[src/rtl/intc_ack_pkg.sv]
// Shared types for the interrupt-acknowledge arbiter: acknowledge type, slot state and slot contents.
package intc_ack_pkg;

    typedef enum logic [1:0] {
        ACK_NORMAL = 2'd0,
        ACK_NMI    = 2'd1,
        ACK_ERR    = 2'd2,
        ACK_RSVD   = 2'd3
    } ack_type_e;

    typedef enum logic {
        SLOT_EMPTY = 1'b0,
        SLOT_HELD  = 1'b1
    } slot_st_e;

    // Slot index storage is sized for the widest supported IDX_W; narrower indexes are zero-extended.
    localparam int IDX_MAX_W = 16;
    localparam int REG_BITS  = 32;

    typedef struct packed {
        ack_type_e              typ;
        logic [IDX_MAX_W-1:0]   idx;
    } slot_t;

    function automatic logic is_prio(input ack_type_e t);
        return (t == ACK_NMI) || (t == ACK_ERR);
    endfunction

endpackage

[src/rtl/intc_rr_arb.sv]
// Round-robin arbiter: grants the first requester at or after the pointer; the pointer moves past
// the winner only when adv is strobed.
module intc_rr_arb #(
    parameter int N = 2
) (
    input  logic         clk,
    input  logic         rst,
    input  logic [N-1:0] req,
    input  logic         adv,
    output logic [N-1:0] gnt,
    output logic [1:0]   gnt_id,
    output logic         gnt_vld
);

    logic [1:0] ptr_q, ptr_d;
    logic [2:0] pos;

    always_comb begin
        gnt     = '0;
        gnt_id  = '0;
        gnt_vld = 1'b0;
        pos     = '0;
        for (int k = 0; k < N; k++) begin
            pos = 3'(ptr_q) + 3'(k);
            if (pos >= 3'(N)) pos = pos - 3'(N);
            for (int i = 0; i < N; i++) begin
                if (!gnt_vld && req[i] && (pos == 3'(i))) begin
                    gnt[i]  = 1'b1;
                    gnt_id  = 2'(i);
                    gnt_vld = 1'b1;
                end
            end
        end
    end

    always_comb begin
        ptr_d = ptr_q;
        if (adv && gnt_vld) begin
            ptr_d = (gnt_id == 2'(N-1)) ? 2'd0 : gnt_id + 2'd1;
        end
    end

    always_ff @(posedge clk or posedge rst) begin
        if (rst) ptr_q <= '0;
        else     ptr_q <= ptr_d;
    end

endmodule

[src/rtl/intc_ack_arb.sv]
// Arbitrates per-CPU interrupt acknowledges onto one registered clear beat (valid/ready).
// Optional macro INTC_ACK_ARB_NMI_PRIO_EN: held NMI/error slots win over normal ones.
module intc_ack_arb
    import intc_ack_pkg::*;
#(
    parameter int CPU_NUM = 2,
    parameter int REG_NUM = 1,
    parameter int IDX_W   = 8
) (
    input  logic                             clk,
    input  logic                             rst,
    input  logic [CPU_NUM-1:0]               ack_vld_i,
    input  logic [CPU_NUM-1:0][1:0]          ack_type_i,
    input  logic [CPU_NUM-1:0][IDX_W-1:0]    ack_idx_i,
    output logic [CPU_NUM-1:0]               ack_rdy_o,
    output logic                             clr_vld_o,
    input  logic                             clr_rdy_i,
    output logic [1:0]                       clr_cpu_o,
    output logic [1:0]                       clr_type_o,
    output logic [REG_NUM*REG_BITS-1:0]      clr_vec_o,
    output logic [CPU_NUM-1:0]               clr_nmi_o,
    output logic [CPU_NUM-1:0]               clr_err_o,
    output logic                             bad_idx_o
);

    localparam int NRM_NUM = REG_NUM * REG_BITS;

    logic [CPU_NUM-1:0]   held;
    logic [CPU_NUM-1:0]   arb_req;
    logic [CPU_NUM-1:0]   gnt;
    logic [1:0]           gnt_id;
    logic                 gnt_vld;
    logic                 load;
    logic                 arb_adv;
    slot_t [CPU_NUM-1:0]  slot_vec;
    slot_t                sel;

    logic                 clr_vld_q, clr_vld_d;
    logic [1:0]           clr_cpu_q, clr_cpu_d;
    ack_type_e            clr_type_q, clr_type_d;
    logic [NRM_NUM-1:0]   clr_vec_q, clr_vec_d;
    logic [CPU_NUM-1:0]   clr_nmi_q, clr_nmi_d;
    logic [CPU_NUM-1:0]   clr_err_q, clr_err_d;
    logic                 bad_idx_q, bad_idx_d;

    // A beat is loaded whenever the output register is free or being drained this cycle.
    assign load = (!clr_vld_q || clr_rdy_i) && gnt_vld;

    for (genvar gi = 0; gi < CPU_NUM; gi++) begin : g_slot
        slot_st_e st_q, st_d;
        slot_t    slot_q, slot_d;

        always_comb begin
            st_d   = st_q;
            slot_d = slot_q;
            if (st_q == SLOT_HELD) begin
                if (load && gnt[gi]) st_d = SLOT_EMPTY;
            end else if (ack_vld_i[gi] && (ack_type_i[gi] != ACK_RSVD)) begin
                st_d       = SLOT_HELD;
                slot_d.typ = ack_type_e'(ack_type_i[gi]);
                slot_d.idx = IDX_MAX_W'(ack_idx_i[gi]);
            end
        end

        always_ff @(posedge clk or posedge rst) begin
            if (rst) begin
                st_q   <= SLOT_EMPTY;
                slot_q <= '0;
            end else begin
                st_q   <= st_d;
                slot_q <= slot_d;
            end
        end

        assign held[gi]      = (st_q == SLOT_HELD);
        assign ack_rdy_o[gi] = (st_q == SLOT_EMPTY);
        assign slot_vec[gi]  = slot_q;
    end

`ifdef INTC_ACK_ARB_NMI_PRIO_EN
    logic [CPU_NUM-1:0] prio_held;
    for (genvar gi = 0; gi < CPU_NUM; gi++) begin : g_prio
        assign prio_held[gi] = held[gi] && is_prio(slot_vec[gi].typ);
    end
    assign arb_req = (|prio_held) ? prio_held : held;
    // Priority grants leave the pointer alone so normal sources keep their turn.
    assign arb_adv = load && (sel.typ == ACK_NORMAL);
`else
    assign arb_req = held;
    assign arb_adv = load;
`endif

    intc_rr_arb #(.N(CPU_NUM)) u_rr (
        .clk     (clk),
        .rst     (rst),
        .req     (arb_req),
        .adv     (arb_adv),
        .gnt     (gnt),
        .gnt_id  (gnt_id),
        .gnt_vld (gnt_vld)
    );

    always_comb begin
        sel = '0;
        for (int i = 0; i < CPU_NUM; i++) begin
            if (gnt[i]) sel = slot_vec[i];
        end
    end

    always_comb begin
        clr_vld_d  = clr_vld_q;
        clr_cpu_d  = clr_cpu_q;
        clr_type_d = clr_type_q;
        clr_vec_d  = clr_vec_q;
        clr_nmi_d  = clr_nmi_q;
        clr_err_d  = clr_err_q;
        bad_idx_d  = bad_idx_q;
        if (load) begin
            clr_vld_d  = 1'b1;
            clr_cpu_d  = gnt_id;
            clr_type_d = sel.typ;
            clr_vec_d  = '0;
            clr_nmi_d  = '0;
            clr_err_d  = '0;
            case (sel.typ)
                ACK_NORMAL: begin
                    if (32'(sel.idx) < 32'(NRM_NUM)) begin
                        for (int b = 0; b < NRM_NUM; b++) begin
                            clr_vec_d[b] = (32'(sel.idx) == 32'(b));
                        end
                    end else begin
                        bad_idx_d = 1'b1;
                    end
                end
                ACK_NMI: clr_nmi_d = gnt;
                ACK_ERR: clr_err_d = gnt;
                default: ;
            endcase
        end else if (clr_rdy_i) begin
            clr_vld_d = 1'b0;
        end
    end

    always_ff @(posedge clk or posedge rst) begin
        if (rst) begin
            clr_vld_q  <= 1'b0;
            clr_cpu_q  <= '0;
            clr_type_q <= ACK_NORMAL;
            clr_vec_q  <= '0;
            clr_nmi_q  <= '0;
            clr_err_q  <= '0;
            bad_idx_q  <= 1'b0;
        end else begin
            clr_vld_q  <= clr_vld_d;
            clr_cpu_q  <= clr_cpu_d;
            clr_type_q <= clr_type_d;
            clr_vec_q  <= clr_vec_d;
            clr_nmi_q  <= clr_nmi_d;
            clr_err_q  <= clr_err_d;
            bad_idx_q  <= bad_idx_d;
        end
    end

    assign clr_vld_o  = clr_vld_q;
    assign clr_cpu_o  = clr_cpu_q;
    assign clr_type_o = clr_type_q;
    assign clr_vec_o  = clr_vec_q;
    assign clr_nmi_o  = clr_nmi_q;
    assign clr_err_o  = clr_err_q;
    assign bad_idx_o  = bad_idx_q;

endmodule

[config.mk]
export PLATFORM = sky130hd
export DESIGN_NAME = intc_ack_arb
export DESIGN_NICKNAME = d
export VERILOG_FILES = /design/src/rtl/intc_ack_pkg.sv /design/src/rtl/intc_rr_arb.sv /design/src/rtl/intc_ack_arb.sv
export SDC_FILE = /design/constraint.sdc
export NUM_CORES = 1
export LEC_CHECK = 0
export ABC_AREA = 1
export CAP_MARGIN = 10
export CELL_PAD_IN_SITES_DETAIL_PLACEMENT = 1
export CELL_PAD_IN_SITES_GLOBAL_PLACEMENT = 1
export CORE_ASPECT_RATIO = 0.5
export CORE_MARGIN = 2
export CORE_UTILIZATION = 40
export DETAILED_ROUTE_END_ITERATION = 10
export PLACE_DENSITY = 0.89
export SYNTH_ARGS = -nofsm -noshare
export SYNTH_HDL_FRONTEND = slang
export SYNTH_SLANG_ARGS = --single-unit
[constraint.sdc]
create_clock -name clk -period 6 [get_ports clk]
set_clock_uncertainty 0.2 [all_clocks]
set_input_delay 1.2 -clock clk [delete_from_list [all_inputs] [get_ports clk]]
set_output_delay 1.2 -clock clk [all_outputs]
set_load 0.01 [all_outputs]
# After elaboration in Yosys (flattened, before gate mapping)

Index checks and enable logic that the tools add are counted.

$add $sub $neg: 4
Order comparisons: 3
Equality and inequality tests: 38
Multiplexer cells: 27
Bitwise logic cells: 3
Reductions and logical operators: 26

Operators by type and width:

| operator                                                           | number |
|---|---|
| == test 16 x 5 -> 1 bit (second input constant)                    | 16 |
| == test 16 x 4 -> 1 bit (second input constant)                    | 8 |
| == test 16 x 3 -> 1 bit (second input constant)                    | 4 |
| two-way mux 32 bit                                                 | 2 |
| two-way mux 18 bit                                                 | 2 |
| == test 16 x 2 -> 1 bit (second input constant)                    | 2 |
| two-way mux 1 bit                                                  | 18 |
| == test 16 x 1 -> 1 bit (second input constant)                    | 1 |
| logical NOT 16 bit                                                 | 1 |
| less-than comparator 16 x 6 -> 1 bit (second input constant)       | 1 |
| logical AND 1 bit                                                  | 13 |
| == test 3 x 1 -> 1 bit (second input constant)                     | 2 |
| logical NOT 3 bit                                                  | 2 |
| two-way mux 2 bit                                                  | 3 |
| two-way mux 3 bit                                                  | 2 |
| logical NOT 1 bit                                                  | 4 |
| != test 2 bit (second input constant)                              | 2 |
| AND reduction 2 bit                                                | 2 |
| adder 2 x 1 -> 3 bit (second input constant)                       | 1 |
| greater-or-equal comparator 3 x 2 -> 1 bit (second input constant) | 1 |
| NOT 1 bit                                                          | 3 |
| AND reduction 3 bit                                                | 1 |
| subtractor 2 x 2 -> 3 bit (second input constant)                  | 1 |
| subtractor 3 x 2 -> 3 bit (second input constant)                  | 1 |
| other kinds (8)                                                    | 8 |

Register bits after elaboration: 66
Bits of input ports: 25
Output and inout bits: 44
Logic and storage cells: 115

# Logic depth before layout (Yosys ltp)

Word-level depth: 21
Mapped depth: 10
Gate-level depth less buffers: 8

# Cells and area by module

A second synthesis with hierarchy kept.

Cells, all modules: 362
Area, all modules: 3,083.0 sq um

Modules (own cells, without submodules):

| module       | times used | cells an instance | area an instance (sq um) | sequential area each (sq um) |
|---|---|---|---|---|
| intc_ack_arb | 1          | 347               | 2,996.6                  | 1,601.5 |
| intc_rr_arb  | 1          | 15                | 86.3                     | 25.0 |

# Least setup slack after synthesis

OpenSTA, ideal clock, no wires.

Path type: input to register
Start: in clr_rdy_i
End: reg clr_vec_q[0] (netlist: clr_vec_o[0])
Setup time: 0.065 ns
Arrival: 2.031 ns
Required time: 5.735 ns
Path slack: 3.704 ns
Cell stages on the path: 7
Path buffers: 2
Cells stage by stage: nor2_1 nor2_4 inv_1 buf_2 buf_2 nand2_1 nand2_1

Word-level cells in the longest chain between the ends: 2

RTL lines:

| element              | line                | RTL |
|---|---|---|
| from (decl)          | intc_ack_arb.sv:17  | `input logic clr_rdy_i,` |
| logical OR 1 bit     | intc_ack_arb.sv:47  | `assign load = (!clr_vld_q \|\| clr_rdy_i) && gnt_vld;` |
| logical AND 1 bit    | intc_ack_arb.sv:47  |  |
| to (signal assigned) | intc_ack_arb.sv:157 | `clr_vec_q <= clr_vec_d;` |
| to (decl)            | intc_ack_arb.sv:41  | `logic [NRM_NUM-1:0] clr_vec_q, clr_vec_d;` |

Every way passes these cells.
A chain may end at the register's enable or synchronous reset.

# Worst setup path in the final report

Start: reg g_slot[1].st_q
End: out ack_rdy_o[1]

Word-level cells in the longest chain between the ends: 1

RTL lines:

| element                | line               | RTL |
|---|---|---|
| from (decl)            | intc_ack_arb.sv:50 | `slot_st_e st_q, st_d;` |
| from (signal assigned) | intc_ack_arb.sv:70 | `st_q <= st_d;` |
| NOT 1 bit (no line)    | --                 |  |
| to (decl)              | intc_ack_arb.sv:15 | `output logic [CPU_NUM-1:0] ack_rdy_o,` |

Every way passes these cells.

==> flow_metrics.tcl <==
set metrics [dict create \
    yosys.area_share.simple 0.329 \
    cp_num_buf_inv 2 \
    ys_types 26 \
    synthXorXnorAreaFrac 0 \
    crit_end "ack_rdy_o[1]" \
    timing.rr.end "clr_vec_o[28]" \
    crit_chain "inv_1 -> clkdlybuf4s50_1" \
    rsz0062_at_grt "false" \
    gp_congestion 0.814 \
    clock_latency_ns 0.32 \
    post-route-util 0.545 \
    worst_r2r_path_depth 6 \
    hpwl_um 5470 \
    timing_worst_setup_path_type "reg -> out" \
    cts_resized 0 \
    tns_ns 0 \
    numCtsBuffers 9 \
    path_delay_family "flip-flops" \
    timing.final.ws_setup_ns 2.72 \
    synthAdderAreaFrac 0 \
    synth_top_family_by_area "simple AND/OR/NAND/NOR gates" \
    yosysMostFrequentCell "nand2_1" \
    tightest_slew_ns 0.808 \
    startpoint_type "register" \
    nets 425 \
    slowest_delay_ns 0.80 \
    holdCritStartpoint "clr_vec_o[1]" \
    p_leak_nw 1.98 \
    drive_gt1_frac 0.121 \
    cts_tree "built" \
    r2r_slack_ns 3.49 \
    drc 0 \
    initial_core_util 0.412 \
    rows 22 \
    status "finished, final reports clean" \
    hold_path_class "reg -> reg" \
    slowest_stage "dfrtp_1" \
    max_freq_ghz 0.305 \
    syn_area_per_cell_sq_um 9.02 \
    final-hold-violation-count 0 \
    ys_top_cells_by_count "nand2_1, dfrtp_1, nand4_1" \
    die_height_um 65.6 \
    peakVddDrop_v 0.000213 \
    yosys.area.top_type "dfrtp_1" \
    avgViaCountPerCell 5.04 \
    min_period_ns 3.28 \
    diodes 0 \
    maxCapViolCount 0 \
    synth.cell_area_sq_um 3030 \
    period_share 0.547 \
    ys_seq_elements 64 \
    netlist_instances 336 \
    drt-pass1-iter-count 4 \
    fill_cells 852 \
    setup_viol 0 \
    vias 2518 \
    regToRegStartpoint "g_slot[1].st_q" \
    post_cts_buffers 0 \
    slew_headroom 0.461 \
    cts-root-buf "clkbuf_16" \
    clk_path_buf_depth 2 \
    die_area_sq_um 8330 \
    crit_fanout 16 \
    async_flop_share 1.00 \
    antenna_found_initial 0 \
    cts_sinks 64 \
    ioPinCount 69 \
    powerDensity_nw_per_um2 527 \
    grt_use_total 0.202 \
    synthesis.nets 361 \
    syn2layout_area_growth_pct 32.0 \
    yosys-top-cells-area "dfrtp_1, nand2_1, nand4_1" \
    crit_path_end_kind "output port" \
    routed_wl_um 8010 \
    grt_pass1_wl_um 13100 \
    htree_levels 3 \
    path_depth 2 \
    synth_edf_count 0 \
    synth_compound_area_frac 0.0553 \
    drtIter0Drc 160 \
    grt_pass1_vias 2683 \
    ant_nets 0 \
    die_w_um 127 \
    synth_mux_area_frac 0 \
    detail_route.wl_per_cell_um 16.0 \
    ys_warn_count 0 \
    core-area_sq_um 7350 \
    gr-total-overflow 0 \
    ys_seq_area_frac 0.528 \
    pre_cts_ws_ns 2.55 \
    worstPathRequired_ns 4.60 \
    netlist.area_leader.share 0.528 \
    worstPathArrival_ns 1.88 \
    crit_start "g_slot[1].st_q" \
    drv_slew 0 \
    cts_hold_buf 0 \
    grt_max_degree 65 \
    port_buffers 67 \
    clk_pin_slew_ns 0.05 \
    synth_ff_type "dfrtp_1" \
]
final cells by class:
type	count	area [sq um]	area share
timing repair buffer	70	713	0.178
sequential	64	1600	0.400
clock buffer	12	256	0.0641
clock inverter	3	17.5	0.00438
multi-input combinational	222	1170	0.292
tap	96	120	0.0300
inverter	33	126	0.0316
routing by layer:
layer / share of wire / track usage
met1: 0.45 / 0.254
met2: 0.50 / 0.352
met3: 0.038 / 0.0456
met4: 0.012 / 0.0632
met5: 0 / 0
cell usage in the layout, fill, tap and decap left out, drive strengths merged:
cell             n
nand2          119
clkdlybuf4s50   67
dfrtp           64
inv             33
nand4           32
o21ai           23
nand3           22
nor2            17
clkbuf          12
a21oi            5
buf              3
clkinv           2
o211ai           1
a21o             1
o21a             1
conb             1
clkinvlp         1
kinds of logic after synthesis:
group,after synthesis
other,1
buffers and inverters,50
AND/OR/NAND/NOR,190
flip-flops,64
AO/OA/AOI/OAI,31
flip-flops by register name (all words and copies together), names as in the netlist, 2 cells and up:
signal,flops
g_slot.slot_q,20
clr_err_o,2
g_slot.st_q,2
clr_vec_o,32
clr_type_o,2
clr_nmi_o,2
power by group:
part | total [mW] | switching, mW | internal, mW
combinational | 0.971 | 0.651 | 0.320
sequential | 0.664 | 0.107 | 0.557
clock | 0.475 | 0.177 | 0.298
total | 2.11 | 0.936 | 1.17
worst reg2reg max path, stage by stage, from the launching register on:
cell	delay, ns
dfrtp_1	0.80
nand2_4	0.18
nand3_1	0.22
nand3_2	0.14
nor2_4	0.55
nand4_1	0.25
nand2_1	0.11
stage by stage:
stage	total power [mW]	cells	instance area (sq um)	hold slack (ns)
2_1_floorplan	1.37	336	3030	0.250
3_3_place_gp	1.53	483	3690	0.259
3_5_place_dp	1.60	483	3690	0.261
4_1_cts	2.09	498	3970	0.285
5_1_grt	2.25	500	4000	0.297
6_report	2.11	500	4000	0.280
how the worst min path moves through the flow:
stage	end	cells after the start
global placement	clr_cpu_o[0]	2
CTS	clr_vec_o[1]	2
finish	clr_vec_o[1]	2
global route	bad_idx_o	1
detailed placement	clr_cpu_o[0]	2
floorplan	g_slot[1].slot_q[16]	2
Power figures use the tool's default switching activity.
